[src/rtl/painterengine_gpu_dma_reader.sv]
// DMA read engine: turns (address, length) requests into 4 KB-safe AXI4
// INCR read bursts and streams the returned words to the display FIFO.
module painterengine_gpu_dma_reader #(
  parameter int unsigned MAX_BURST  = 32,
  parameter int unsigned ADDR_WIDTH = 32
) (
  input  logic                  i_wire_clock,
  input  logic                  i_wire_resetn,
  input  logic                  i_wire_reader_resetn,
  input  logic [31:0]           i_wire_reader_address,
  input  logic [31:0]           i_wire_reader_length,
  output logic                  o_wire_reader_done,
  output logic                  o_wire_reader_error,
  output logic [31:0]           o_wire_reader_data,
  output logic                  o_wire_reader_data_valid,
  input  logic                  i_wire_reader_data_next,
  output logic [ADDR_WIDTH-1:0] o_wire_m_axi_araddr,
  output logic [7:0]            o_wire_m_axi_arlen,
  output logic [2:0]            o_wire_m_axi_arsize,
  output logic [1:0]            o_wire_m_axi_arburst,
  output logic                  o_wire_m_axi_arvalid,
  input  logic                  i_wire_m_axi_arready,
  input  logic [31:0]           i_wire_m_axi_rdata,
  input  logic [1:0]            i_wire_m_axi_rresp,
  input  logic                  i_wire_m_axi_rlast,
  input  logic                  i_wire_m_axi_rvalid,
  output logic                  o_wire_m_axi_rready
);

  typedef enum logic [2:0] {
    S_IDLE, S_CALC, S_AR, S_DATA, S_DRAIN, S_DONE, S_ERROR
  } state_t;

  state_t                state_q, state_d;
  logic [ADDR_WIDTH-1:0] addr_q, addr_d;
  logic [ADDR_WIDTH-1:0] araddr_q, araddr_d;
  logic [31:0]           remaining_q, remaining_d;
  logic [7:0]            arlen_q, arlen_d;
  logic [8:0]            beat_q, beat_d;
  logic                  abort_q, abort_d;      // request dropped while AR was pending
  logic                  drain_err_q, drain_err_d;
  logic [31:0]           page_words;
  logic [31:0]           burst_words;
  logic [8:0]            beats;
  logic                  accept;
  logic                  last_idx;

  assign beats      = {1'b0, arlen_q} + 9'd1;
  assign page_words = {19'd0, 13'(13'h1000 - {1'b0, addr_q[11:0]})} >> 2;
  assign accept     = i_wire_m_axi_rvalid & i_wire_reader_data_next;
  assign last_idx   = (beat_q == {1'b0, arlen_q});

  assign o_wire_m_axi_arsize      = 3'b010;
  assign o_wire_m_axi_arburst     = 2'b01;
  assign o_wire_m_axi_araddr      = araddr_q;
  assign o_wire_m_axi_arlen       = arlen_q;
  assign o_wire_m_axi_arvalid     = (state_q == S_AR);
  assign o_wire_m_axi_rready      = (state_q == S_DRAIN) |
                                    ((state_q == S_DATA) & i_wire_reader_data_next);
  assign o_wire_reader_data_valid = (state_q == S_DATA) & accept;
  assign o_wire_reader_data       = (state_q == S_DATA) ? i_wire_m_axi_rdata : '0;
  assign o_wire_reader_done       = (state_q == S_DONE);
  assign o_wire_reader_error      = (state_q == S_ERROR);

  // Burst size: min(remaining, MAX_BURST, words left in this 4 KB page)
  always_comb begin
    burst_words = remaining_q;
    if (burst_words > MAX_BURST)  burst_words = MAX_BURST;
    if (burst_words > page_words) burst_words = page_words;
  end

  // Next-state and datapath updates
  always_comb begin
    state_d     = state_q;
    addr_d      = addr_q;
    araddr_d    = araddr_q;
    remaining_d = remaining_q;
    arlen_d     = arlen_q;
    beat_d      = beat_q;
    abort_d     = abort_q;
    drain_err_d = drain_err_q;
    case (state_q)
      S_IDLE: begin
        abort_d     = 1'b0;
        drain_err_d = 1'b0;
        if (i_wire_reader_resetn) begin
          addr_d      = ADDR_WIDTH'(i_wire_reader_address);
          remaining_d = i_wire_reader_length;
          if (i_wire_reader_address[1:0] != 2'b00) state_d = S_ERROR;
          else if (i_wire_reader_length == 32'd0)  state_d = S_DONE;
          else                                     state_d = S_CALC;
        end
      end
      S_CALC: begin
        if (!i_wire_reader_resetn) begin
          state_d = S_IDLE;
        end else begin
          araddr_d = addr_q;
          arlen_d  = 8'(burst_words - 32'd1);
          beat_d   = '0;
          state_d  = S_AR;
        end
      end
      S_AR: begin
        if (!i_wire_reader_resetn) abort_d = 1'b1;
        if (i_wire_m_axi_arready)
          state_d = (abort_q || !i_wire_reader_resetn) ? S_DRAIN : S_DATA;
      end
      S_DATA: begin
        if (accept) begin
          if (!i_wire_reader_resetn) begin
            // Beat just taken may already close the burst; nothing left to drain then.
            state_d = i_wire_m_axi_rlast ? S_IDLE : S_DRAIN;
          end else if (i_wire_m_axi_rresp != 2'b00) begin
            state_d = S_ERROR;
          end else if (i_wire_m_axi_rlast && !last_idx) begin
            // Early rlast already ended the burst, so the drain step is empty.
            state_d = S_ERROR;
          end else if (!i_wire_m_axi_rlast && last_idx) begin
            drain_err_d = 1'b1;
            state_d     = S_DRAIN;
          end else if (last_idx) begin
            addr_d      = addr_q + ADDR_WIDTH'({beats, 2'b00});
            remaining_d = remaining_q - {23'd0, beats};
            state_d     = (remaining_q == {23'd0, beats}) ? S_DONE : S_CALC;
          end else begin
            beat_d = beat_q + 9'd1;
          end
        end else if (!i_wire_reader_resetn) begin
          state_d = S_DRAIN;
        end
      end
      S_DRAIN: begin
        if (i_wire_m_axi_rvalid && i_wire_m_axi_rlast)
          state_d = drain_err_q ? S_ERROR : S_IDLE;
      end
      S_DONE, S_ERROR: begin
        if (!i_wire_reader_resetn) state_d = S_IDLE;
      end
      default: state_d = S_IDLE;
    endcase
  end

  // State and datapath registers, asynchronous active-low reset
  always_ff @(posedge i_wire_clock or negedge i_wire_resetn) begin
    if (!i_wire_resetn) begin
      state_q     <= S_IDLE;
      addr_q      <= '0;
      araddr_q    <= '0;
      remaining_q <= '0;
      arlen_q     <= '0;
      beat_q      <= '0;
      abort_q     <= 1'b0;
      drain_err_q <= 1'b0;
    end else begin
      state_q     <= state_d;
      addr_q      <= addr_d;
      araddr_q    <= araddr_d;
      remaining_q <= remaining_d;
      arlen_q     <= arlen_d;
      beat_q      <= beat_d;
      abort_q     <= abort_d;
      drain_err_q <= drain_err_d;
    end
  end

endmodule

[config.mk]
export PLATFORM = sky130hd
export DESIGN_NAME = painterengine_gpu_dma_reader
export DESIGN_NICKNAME = d
export VERILOG_FILES = /design/src/rtl/painterengine_gpu_dma_reader.sv
export SDC_FILE = /design/constraint.sdc
export NUM_CORES = 1
export LEC_CHECK = 0
export BUFFER_PORTS_ARGS = -buffer_cell sky130_fd_sc_hd__buf_4
export CORE_ASPECT_RATIO = 0.5
export CORE_MARGIN = 2
export CORE_UTILIZATION = 50
export DETAILED_ROUTE_END_ITERATION = 7
export PLACE_DENSITY = 0.79
export SYNTH_ARGS = -nofsm -noshare
export SYNTH_HDL_FRONTEND = slang
export SYNTH_SLANG_ARGS = --single-unit
export TNS_END_PERCENT = 5
[constraint.sdc]
create_clock -name i_wire_clock -period 6.36 [get_ports i_wire_clock]
set_input_delay 1.908 -clock i_wire_clock [delete_from_list [all_inputs] [get_ports i_wire_clock]]
set_output_delay 1.908 -clock i_wire_clock [all_outputs]
set_load 0.01 [all_outputs]
==> results.cfg <==
[cts]
cts_buffers = 17
hold_buffers = 0
cts_tree = done
cts_setup_buffers = 0
clockRootBuffer = clkbuf_16
insertion_delay_ns = 0.43
post_cts_resized = 0
htreeDepth = 4
cts.clk_slew.worst_paths_ns = 0.06
cts.sinks = 118
clockBufferDepth = 2

[critical_path]
end_kind = register
critPathKind = reg2reg
required_ns = 6.71
cp_num_buf_inv = 0
slowest_stage = or4_1
worstPathCellList = or4_1 -> or3_4 -> or3_1 -> nor4_2 -> xor2_1 -> ha_1 -> nand3_1 -> or2_2 -> a21oi_1 -> o31a_1 -> nor2b_1 -> a31oi_1 -> ha_1 -> nand3_1 -> nor2_1 -> o2bb2ai_1 -> xnor2_1 -> nand2_1 -> a21oi_1
max_stage_delay_ns = 0.69
cp_top_family = simple AND/OR/NAND/NOR gates
startpoint_type = register
worstPathMaxFanout = 14
worstPathArrival_ns = 5.59

[run]
drv_cap = 0

[sta]
finalWorstSetupSlack_ns = 1.11
fin_crit_sh_pct = 82.5
skew_ns = 0.0138
fmax_mhz = 191
setup_viol = 0
fin_crit_ns = 5.25
hold_viol_final = 0
slew_viol_final = 0
worst_pin_slew_ns = 1.15
fin_tns_setup_ns = 0
max_slew_margin_pct = 23.5
grt_setup_unrepaired = no

[detailed_routing]
top_layer_used = met4
routed-wl-met2_um = 11400
drt_iter0_drc = 803
ant_nets = 0
wl_um = 24700
drt-met1-wl_um = 10600
wl_per_cell_um = 17.5
via_per_inst = 6.01
vias = 8478
drc = 0
dr.pass1.iters = 8
wl_met3_um = 2130

[layout]
n_fill_cell = 1254
num-nets-final = 1318
area_delta_synth_final_pct = 25.5
utilization_pct = 65.2
n_antenna_cell = 0
layout-drive-gt1-share_pct = 20.2

[pwr]
vdd_drop_max_uv = 285
leakagePower_uw = 0.00476
power_uw = 5140
p_per_area_nw_per_um2 = 504

[logic_synthesis]
synth_cell_types = 62
ys_ff_latch = 118
synth_top_cell_area_share_pct = 36.3
syn-cell-area_um2 = 8140
yosysTopAreaCell = dfrtp_1
synth_area_leaders = dfrtp_1, nand2_1, ha_1
synth_top_flop_cell = dfrtp_1
async_flop_share_pct = 100
yosysSeqAreaShare_pct = 36.3
yosys-top-cells-count = nand2_1, dfrtp_1, nor2_1, a21oi_1, o21ai_0
synth_most_common_cell = nand2_1
avgSynthCellArea_um2 = 7.94
synth_edf_count = 0
syn_inst = 1025
yosysWarnings = 0

[floorplanning]
initial_core_util_pct = 52.0
ios = 187
die_x_um = 184
die_h_um = 94.2
dieArea_um2 = 17400
fp-row-count = 32
coreArea_um2 = 15700

[grt]
grt_overflow = 0
grt_first_pass_wirelength_um = 40400
grt_antenna_before_repair = 0
grt_start_max_net_pins = 71
track_usage_pct = 29.5
grt_pass1_vias = 8182

[placement]
place_ws_ns = 1.28
port_buffers = 181
gp_congestion = 0.928
dp_hpwl_um = 17900

[worst_hold_path]
min_path_type = reg2reg

[run_status]
outcome = finished, final reports clean
[power by group]
part	switching [uW]	internal [uW]	total (uW)
clock network	389	590	979
registers	454	1090	1540
logic	1490	1140	2620
[worst paths after layout]
| kind | start | end | slack, ns | depth (start not counted) |
|---|---|---|---|---|
| min in group asynchronous | i_wire_resetn | o_wire_m_axi_araddr[16] | 1.51 | 1 |
| min reg2reg | o_wire_m_axi_araddr[14] | o_wire_m_axi_araddr[14] | 0.47 | 2 |
| max reg2reg | addr_q[3] | o_wire_m_axi_arlen[6] | 1.11 | 19 |
| min | o_wire_m_axi_araddr[14] | o_wire_m_axi_araddr[14] | 0.47 | 2 |
| max in group asynchronous | i_wire_resetn | o_wire_m_axi_araddr[11] | 3.79 | 2 |
| max | addr_q[3] | o_wire_m_axi_arlen[6] | 1.11 | 19 |
[layout by cell type (no fill, tap or decap), types with 13 or more instances in the layout]
cell type	count
buf_4	192
nand2_1	169
dfrtp_1	118
nor2_1	102
a21oi_1	75
o21ai_0	56
and2_1	43
ha_1	34
nand3_1	30
a31oi_1	26
inv_1	25
xor2_1	24
xnor2_1	22
nor3_1	22
nor4_1	19
nand4_1	18
clkbuf_16	17
a21o_1	14
o22a_1	13
[through the flow]
step / cells / hold slack, ns / instance area [um2]
3_3_place_gp: 1379 / 0.461 / 9620
6_report: 1411 / 0.473 / 10200
4_1_cts: 1411 / 0.479 / 10200
3_5_place_dp: 1379 / 0.463 / 9620
2_1_floorplan: 1033 / 0.453 / 8170
5_1_grt: 1411 / 0.493 / 10200
[sequential cells by signal, indices dropped and copies added (netlist names)]
| signal | count |
|---|---|
| addr_q | 32 |
| o_wire_m_axi_araddr | 32 |
| remaining_q | 32 |
| beat_q | 9 |
| o_wire_m_axi_arlen | 8 |
| state_q | 3 |
| abort_q | 1 |
| drain_err_q | 1 |
[tightest hold or removal path: stages, from the launching register on]
cell	delay [ns]
dfrtp_1	0.34
nand2_1	0.05
nand2_1	0.05
[cell type report]
| class | count | area (um2) | share of cell area, % |
|---|---|---|---|
| multi-input cells | 823 | 4860 | 47.5 |
| clock buffers | 18 | 439 | 4.30 |
| repair buffers | 192 | 1440 | 14.1 |
| clock inverters | 14 | 153 | 1.49 |
| flip-flops and latches | 118 | 2950 | 28.9 |
| inverters | 25 | 93.8 | 0.919 |
| well taps | 221 | 277 | 2.71 |
[cell families (layout without fill, tap and decap cells)]
logic type	count (synthesis)	in the layout	synth area share, %
and+or+nand+nor	457	457	26.5
DFF	118	118	36.3
xor gates and xnor gates	46	46	4.95
adders and majority gates	36	36	5.72
muxes	7	7	0.907
other	2	10	0.0923
AOI/OAI and AO/OA	267	267	21.0
buffers and inverters	92	249	4.61
[layer usage]
layer  track usage (%)  vias to the layer above
met5                 0                        -
met4              11.3                        0
met3              6.05                       52
met2              47.9                      441
met1              39.0                     4048
li1                  -                     3937
Note: power is estimated with default switching activity, not from simulation.
